[src/rtl/mod_inv_fermat_pkg.sv]
// Shared types and constants for the SM2 Fermat modular-inverse controller.
package mod_inv_fermat_pkg;

    localparam int unsigned SM2_W = 256;

    typedef logic [SM2_W-1:0] word_t;

    // Default exponent: SM2 p - 2.
    localparam word_t SM2_P_M2 =
        256'hFFFFFFFE_FFFFFFFF_FFFFFFFF_FFFFFFFF_FFFFFFFF_00000000_FFFFFFFF_FFFFFFFD;

    typedef enum logic [2:0] {
        ST_IDLE,
        ST_SQR_REQ,
        ST_SQR_WAIT,
        ST_MUL_REQ,
        ST_MUL_WAIT,
        ST_DONE
    } state_t;

endpackage

[src/rtl/mod_inv_fermat_if.sv]
// Request/response bus between the inverse controller and the modular multiplier.
interface mod_inv_fermat_if;
    import mod_inv_fermat_pkg::*;

    logic  mul_vld;
    word_t mul_a;
    word_t mul_b;
    logic  mul_fin;
    word_t mul_r;

    modport master (output mul_vld, mul_a, mul_b, input mul_fin, mul_r);
    modport slave  (input mul_vld, mul_a, mul_b, output mul_fin, mul_r);

endinterface

[src/rtl/mod_inv_fermat.sv]
// Fermat modular inverse r = a^EXP mod p by left-to-right square-and-multiply,
// issuing one modular-multiply request at a time over mul_if.
module mod_inv_fermat
    import mod_inv_fermat_pkg::*;
#(
    parameter word_t       EXP     = SM2_P_M2,
    parameter int unsigned EXP_MSB = 255
) (
    input  logic             clk,
    input  logic             rst_n,
    input  logic             inv_vld_i,
    input  word_t            inv_a_i,
    output logic             inv_busy_o,
    output logic             inv_fin_o,
    output word_t            inv_r_o,
    mod_inv_fermat_if.master mul_if
);

    localparam logic [7:0] IDX_START = 8'(EXP_MSB - 1);

    state_t     state_q, state_d;
    word_t      acc_q, acc_d;
    word_t      a_q, a_d;
    word_t      r_q, r_d;
    logic [7:0] idx_q, idx_d;
    logic       mul_vld;
    word_t      mul_a, mul_b;
    logic       fin;

    always_comb begin
        // NOTE: every signal gets a default before the case, so no path leaves one unassigned (no latch).
        state_d = state_q;
        acc_d   = acc_q;
        a_d     = a_q;
        r_d     = r_q;
        idx_d   = idx_q;
        mul_vld = 1'b0;
        mul_a   = '0;
        mul_b   = '0;
        fin     = 1'b0;

        case (state_q)
            ST_IDLE: begin
                if (inv_vld_i) begin
                    a_d     = inv_a_i;
                    acc_d   = inv_a_i;
                    idx_d   = IDX_START;
                    state_d = (inv_a_i == '0 || EXP_MSB == 0) ? ST_DONE : ST_SQR_REQ;
                end
            end
            ST_SQR_REQ: begin
                mul_vld = 1'b1;
                mul_a   = acc_q;
                mul_b   = acc_q;
                state_d = ST_SQR_WAIT;
            end
            ST_SQR_WAIT: begin
                // Operands stay on the bus until the multiplier answers.
                mul_a = acc_q;
                mul_b = acc_q;
                if (mul_if.mul_fin) begin
                    acc_d = mul_if.mul_r;
                    if (EXP[idx_q]) begin
                        state_d = ST_MUL_REQ;
                    end else if (idx_q == 8'd0) begin
                        state_d = ST_DONE;
                    end else begin
                        idx_d   = idx_q - 8'd1;
                        state_d = ST_SQR_REQ;
                    end
                end
            end
            ST_MUL_REQ: begin
                mul_vld = 1'b1;
                mul_a   = acc_q;
                mul_b   = a_q;
                state_d = ST_MUL_WAIT;
            end
            ST_MUL_WAIT: begin
                mul_a = acc_q;
                mul_b = a_q;
                if (mul_if.mul_fin) begin
                    acc_d = mul_if.mul_r;
                    if (idx_q == 8'd0) begin
                        state_d = ST_DONE;
                    end else begin
                        idx_d   = idx_q - 8'd1;
                        state_d = ST_SQR_REQ;
                    end
                end
            end
            ST_DONE: begin
                fin     = 1'b1;
                state_d = ST_IDLE;
            end
            default: state_d = ST_IDLE;
        endcase

        // Result loads on entry to DONE so it is valid alongside the done pulse.
        if (state_d == ST_DONE) r_d = acc_d;
    end

    // NOTE: the wide datapath registers are reset too, so every output is 0 out of reset.
    always_ff @(posedge clk or negedge rst_n) begin
        if (!rst_n) begin
            state_q <= ST_IDLE;
            acc_q   <= '0;
            a_q     <= '0;
            r_q     <= '0;
            idx_q   <= 8'd0;
        end else begin
            // NOTE: non-blocking assignments keep all registers updating from the same pre-edge values.
            state_q <= state_d;
            acc_q   <= acc_d;
            a_q     <= a_d;
            r_q     <= r_d;
            idx_q   <= idx_d;
        end
    end

    assign mul_if.mul_vld = mul_vld;
    assign mul_if.mul_a   = mul_a;
    assign mul_if.mul_b   = mul_b;
    assign inv_busy_o     = (state_q != ST_IDLE);
    assign inv_fin_o      = fin;
    assign inv_r_o        = r_q;

endmodule

[src/flat_wrapper.sv]
// flat-port wrapper written by rule: the top's interface ports become plain ports
module mod_inv_fermat_flat import mod_inv_fermat_pkg::*;
#(
    parameter word_t       EXP     = SM2_P_M2,
    parameter int unsigned EXP_MSB = 255
)
  (clk, rst_n, inv_vld_i, inv_a_i, inv_busy_o, inv_fin_o, inv_r_o, mul_if_mul_vld, mul_if_mul_a, mul_if_mul_b, mul_if_mul_fin, mul_if_mul_r);
  mod_inv_fermat_if mul_if_i ();
  input  logic clk;
  input  logic rst_n;
  input  logic inv_vld_i;
  input  word_t inv_a_i;
  output logic inv_busy_o;
  output logic inv_fin_o;
  output word_t inv_r_o;
  output wire logic [$bits(mul_if_i.mul_vld)-1:0] mul_if_mul_vld;
  output wire logic [$bits(mul_if_i.mul_a)-1:0] mul_if_mul_a;
  output wire logic [$bits(mul_if_i.mul_b)-1:0] mul_if_mul_b;
  input wire logic [$bits(mul_if_i.mul_fin)-1:0] mul_if_mul_fin;
  input wire logic [$bits(mul_if_i.mul_r)-1:0] mul_if_mul_r;
  assign mul_if_mul_vld = mul_if_i.mul_vld;
  assign mul_if_mul_a = mul_if_i.mul_a;
  assign mul_if_mul_b = mul_if_i.mul_b;
  assign mul_if_i.mul_fin = mul_if_mul_fin;
  assign mul_if_i.mul_r = mul_if_mul_r;
  mod_inv_fermat #(.EXP(EXP), .EXP_MSB(EXP_MSB)) u_core (.clk(clk), .rst_n(rst_n), .inv_vld_i(inv_vld_i), .inv_a_i(inv_a_i), .inv_busy_o(inv_busy_o), .inv_fin_o(inv_fin_o), .inv_r_o(inv_r_o), .mul_if(mul_if_i));
endmodule
[config.mk]
export PLATFORM = sky130hd
export DESIGN_NAME = mod_inv_fermat_flat
export DESIGN_NICKNAME = d
export VERILOG_FILES = /design/src/rtl/mod_inv_fermat_pkg.sv /design/src/rtl/mod_inv_fermat_if.sv /design/src/rtl/mod_inv_fermat.sv /design/src/flat_wrapper.sv
export SDC_FILE = /design/constraint.sdc
export NUM_CORES = 2
export LEC_CHECK = 0
export BUFFER_PORTS_ARGS = -buffer_cell sky130_fd_sc_hd__buf_2
export CORE_AREA = 10 10 495 497
export CTS_BUF_LIST = sky130_fd_sc_hd__clkbuf_4 sky130_fd_sc_hd__clkbuf_8
export DETAILED_ROUTE_END_ITERATION = 6
export DIE_AREA = 0 0 505 507
export HOLD_SLACK_MARGIN = 0.15
export SYNTH_ARGS = -nofsm -noshare
export SYNTH_HDL_FRONTEND = slang
export SYNTH_SLANG_ARGS = --single-unit
[constraint.sdc]
create_clock -name clk -period 3.3 [get_ports clk]
set_clock_uncertainty 0.15 [all_clocks]
set_input_delay 0.66 -clock clk [delete_from_list [all_inputs] [get_ports clk]]
set_output_delay 0.66 -clock clk [all_outputs]
set_load 0.01 [all_outputs]
==> flow_summary.ini <==
[clocking]
root_buffer = clkbuf_8
cts_tree = built
clk_latency_ns = 0.87
clock_sinks = 779
h-tree-depth = 4
clkSlewWorstSetupHoldPaths_ns = 0.06
cts_made_buffers = 149
cts_buffer_depth = 3

[outcome]
status = finished, violations left
violations = setup timing

[timing]
min_period_ns = 3.629
rsz0062_at_grt = true
tightestPinTransition_ns = 0.9056
fmax_mhz = 275.6
drv_slew = 0
timing.final.ws_setup_ns = -0.3290
fin_crit_sh_pct = 110.0
relSlewSlack_pct = 39.07
hold_viol_final = 0
setup_viol = 764

[pwr]
ir_drop_mv = 0.6607
switching_share_pct = 45.03
p_total_mw = 70.46
seq_power_share_pct = 22.1
pwr-share-comb_pct = 63.1
p_switching_mw = 31.73
p_leak_nw = 33.07
pwr-share-clk_pct = 14.9
internal-power_mw = 38.73
powerDensity_nw_per_um2 = 1095

[route]
drt_iter0_markers = 4393
wirelength_um = 299600
antenna_left = 0
drc = 0
wl_per_cell_um = 32.58
first_pass_iters = 6
drt-vias-per-instance = 4.457
vias = 40980

[final_layout]
layout_commonest_cell = nand2_1
drive_above_1_share_pct = 41.93
fin_nets = 6397
fin_util_pct = 27.42
n_fill_cell = 24800
final_cell_mix = nand2_1, buf_2, dfrtp_1
syn2layout_area_growth_pct = 86.82

[setup_path]
path_cells = buf_6, or3_4, buf_12, buf_12, clkbuf_16, and3_4, buf_2
worst_path_most_repeated_cell = buf_12
cp-end-kind = output port
cpMaxStageDelayCell = or3_4
worstSetupPathType = reg -> out
required_ns = 2.49
critPathArrivalTime_ns = 2.82
rr_startpoint = u_core.state_q[1]$_DFF_PN0_
cp_max_fo = 9
cp-start-kind = flip-flop
startpoint = u_core.state_q[1]$_DFF_PN0_
critPathMaxStageDelay_ns = 0.44

[logic_synthesis]
ys_ff_latch = 779
ys_warn_count = 0
synth_top_area_cell = dfrtp_1
syn_area_um2 = 34450
yosys-top-cells-area = dfrtp_1, nand2_1, a22o_1
postSynthAreaPerCell_um2 = 9.818
synthCells = 3509
yosysSeqAreaShare_pct = 56.58
syn-num-nets = 4028
ys_types = 40
synth_top_area_share_pct = 56.58

[global_route]
grt_start_max_net_pins = 92
grt_pass1_wl_um = 371800
antenna_found_initial = 122
grt_overflow = 0
track_usage_pct = 20.82
grt_pass1_vias = 41570

[floorplanning]
dieWidth_um = 505
die_area_um2 = 256000
fp.coreArea_um2 = 234700
initial_core_util_pct = 14.68
fp.dieH_um = 507
ios = 1287
std_cell_rows = 178

[placement]
port_buffers = 1286
routabilityCongestion = 1.012
pre_cts_ws_ns = -1.703
post-dp-hpwl_um = 215300

[min_path]
hold_path.class = in -> async

[run]
maxCapViolations = 0
## registers in the layout, summed over array words and instances (netlist names)
register / cells
u_core.a_q: 256
u_core.acc_q: 256
u_core.idx_q: 8
u_core.inv_r_o: 256
u_core.state_q: 3
## final cells by class
class / count / area (um^2) / area share, %
multi-input combinational: 2466 / 15330 / 23.83
clock inverter: 36 / 335.3 / 0.5210
inverter: 4 / 15.01 / 0.02333
sequential: 779 / 19500 / 30.29
antenna: 58 / 145.1 / 0.2255
tap: 3150 / 3941 / 6.124
clock buffer: 223 / 2844 / 4.419
timing repair buffer: 2478 / 22250 / 34.57
## metal layers
layer,share of wire [%],track usage (%),vias up
met5,0.094,0,-
met4,5.8,9.028,46
met3,11,8.005,659
met2,45,33.59,2847
met1,38,24.60,20540
li1,-,-,16880
## metrics by stage
step	TNS, ns	cells	instance area, um^2	hold slack (ns)
global route	-211.31	9165	64290	0.1611
global placement	-423.71	8032	47310	0.3078
detailed placement	-421.45	8032	47310	0.3129
floorplan	0	3509	34450	0.2144
CTS	-150.24	9014	59880	0.1578
finish	-133.22	9194	64360	0.2642
## synth_stat cells, drive strengths merged
master	number
inv	4
nor3b	1
a31oi	2
mux2i	1
nor2	10
nand2	1287
clkbuf	225
nor4	69
and3	258
or2	1
nor4b	3
nand3	258
nor2b	2
a21oi	7
and3b	1
nor3	4
and2	2
buf	35
or3b	1
a211o	1
nand2b	3
o21ai	12
ha	3
nand4	16
nand3b	3
dfrtp	779
a22o	256
and4	4
o211ai	1
a21o	1
or3	2
xor2	1
mux2	256
## timing repair
action | in CTS | in global routing
cloned | 31 | 72
endpoints found under the hold margin | 1088 | 0
setup endpoints to repair | 769 | 769
gates resized for setup | 380 | 580
buffers inserted | 41 | 65
pin swaps | 90 | 102
hold buffers | 652 | 0
## critical path: cells and delay by family (launching register included)
kind | cells | cell delay, ns
and+or+nand+nor | 2 | 0.65
buffers and inverters | 5 | 0.84
DFF | 1 | 0.43
## power by group through the flow
stage                     registers, mW  logic [mW]  clock network [mW]
final                              15.5        44.4                10.5
after global routing               15.8        46.5                11.1
after CTS                          15.2        36.9                10.7
after detailed placement           15.2        28.3                   0
after global placement             15.1        28.2                   0
after floorplan                    14.3        12.8                   0
## cells by family (layout without fill, tap and decap cells)
family,Yosys count,in the layout,share of synthesized area (%)
other,0,58,0
flip-flops,779,779,56.58
multiplexers,257,257,8.397
AND/OR/NAND/NOR,1925,1925,24.71
XOR/XNOR,1,1,0.02543
buffers and inverters,264,2741,3.279
AO/OA/AOI/OAI,280,280,6.900
adder cells (fa/ha/maj),3,3,0.1090
## path summary, 6_finish.rpt
kind                                                   end  slack, ns  depth (start not counted)
min reg2reg                    u_core.a_q[178]$_DFFE_PN0P_       0.32                          2
max reg2reg                u_core.inv_r_o[110]$_DFFE_PN0N_      -0.05                         10
min in group clk               u_core.a_q[122]$_DFFE_PN0P_       0.31                          4
max                                       mul_if_mul_a[24]      -0.33                          7
max in group asynchronous      u_core.acc_q[234]$_DFF_PN0_       1.62                          3
min                         u_core.inv_r_o[41]$_DFFE_PN0N_       0.26                          2
Power figures use the tool's default switching activity.
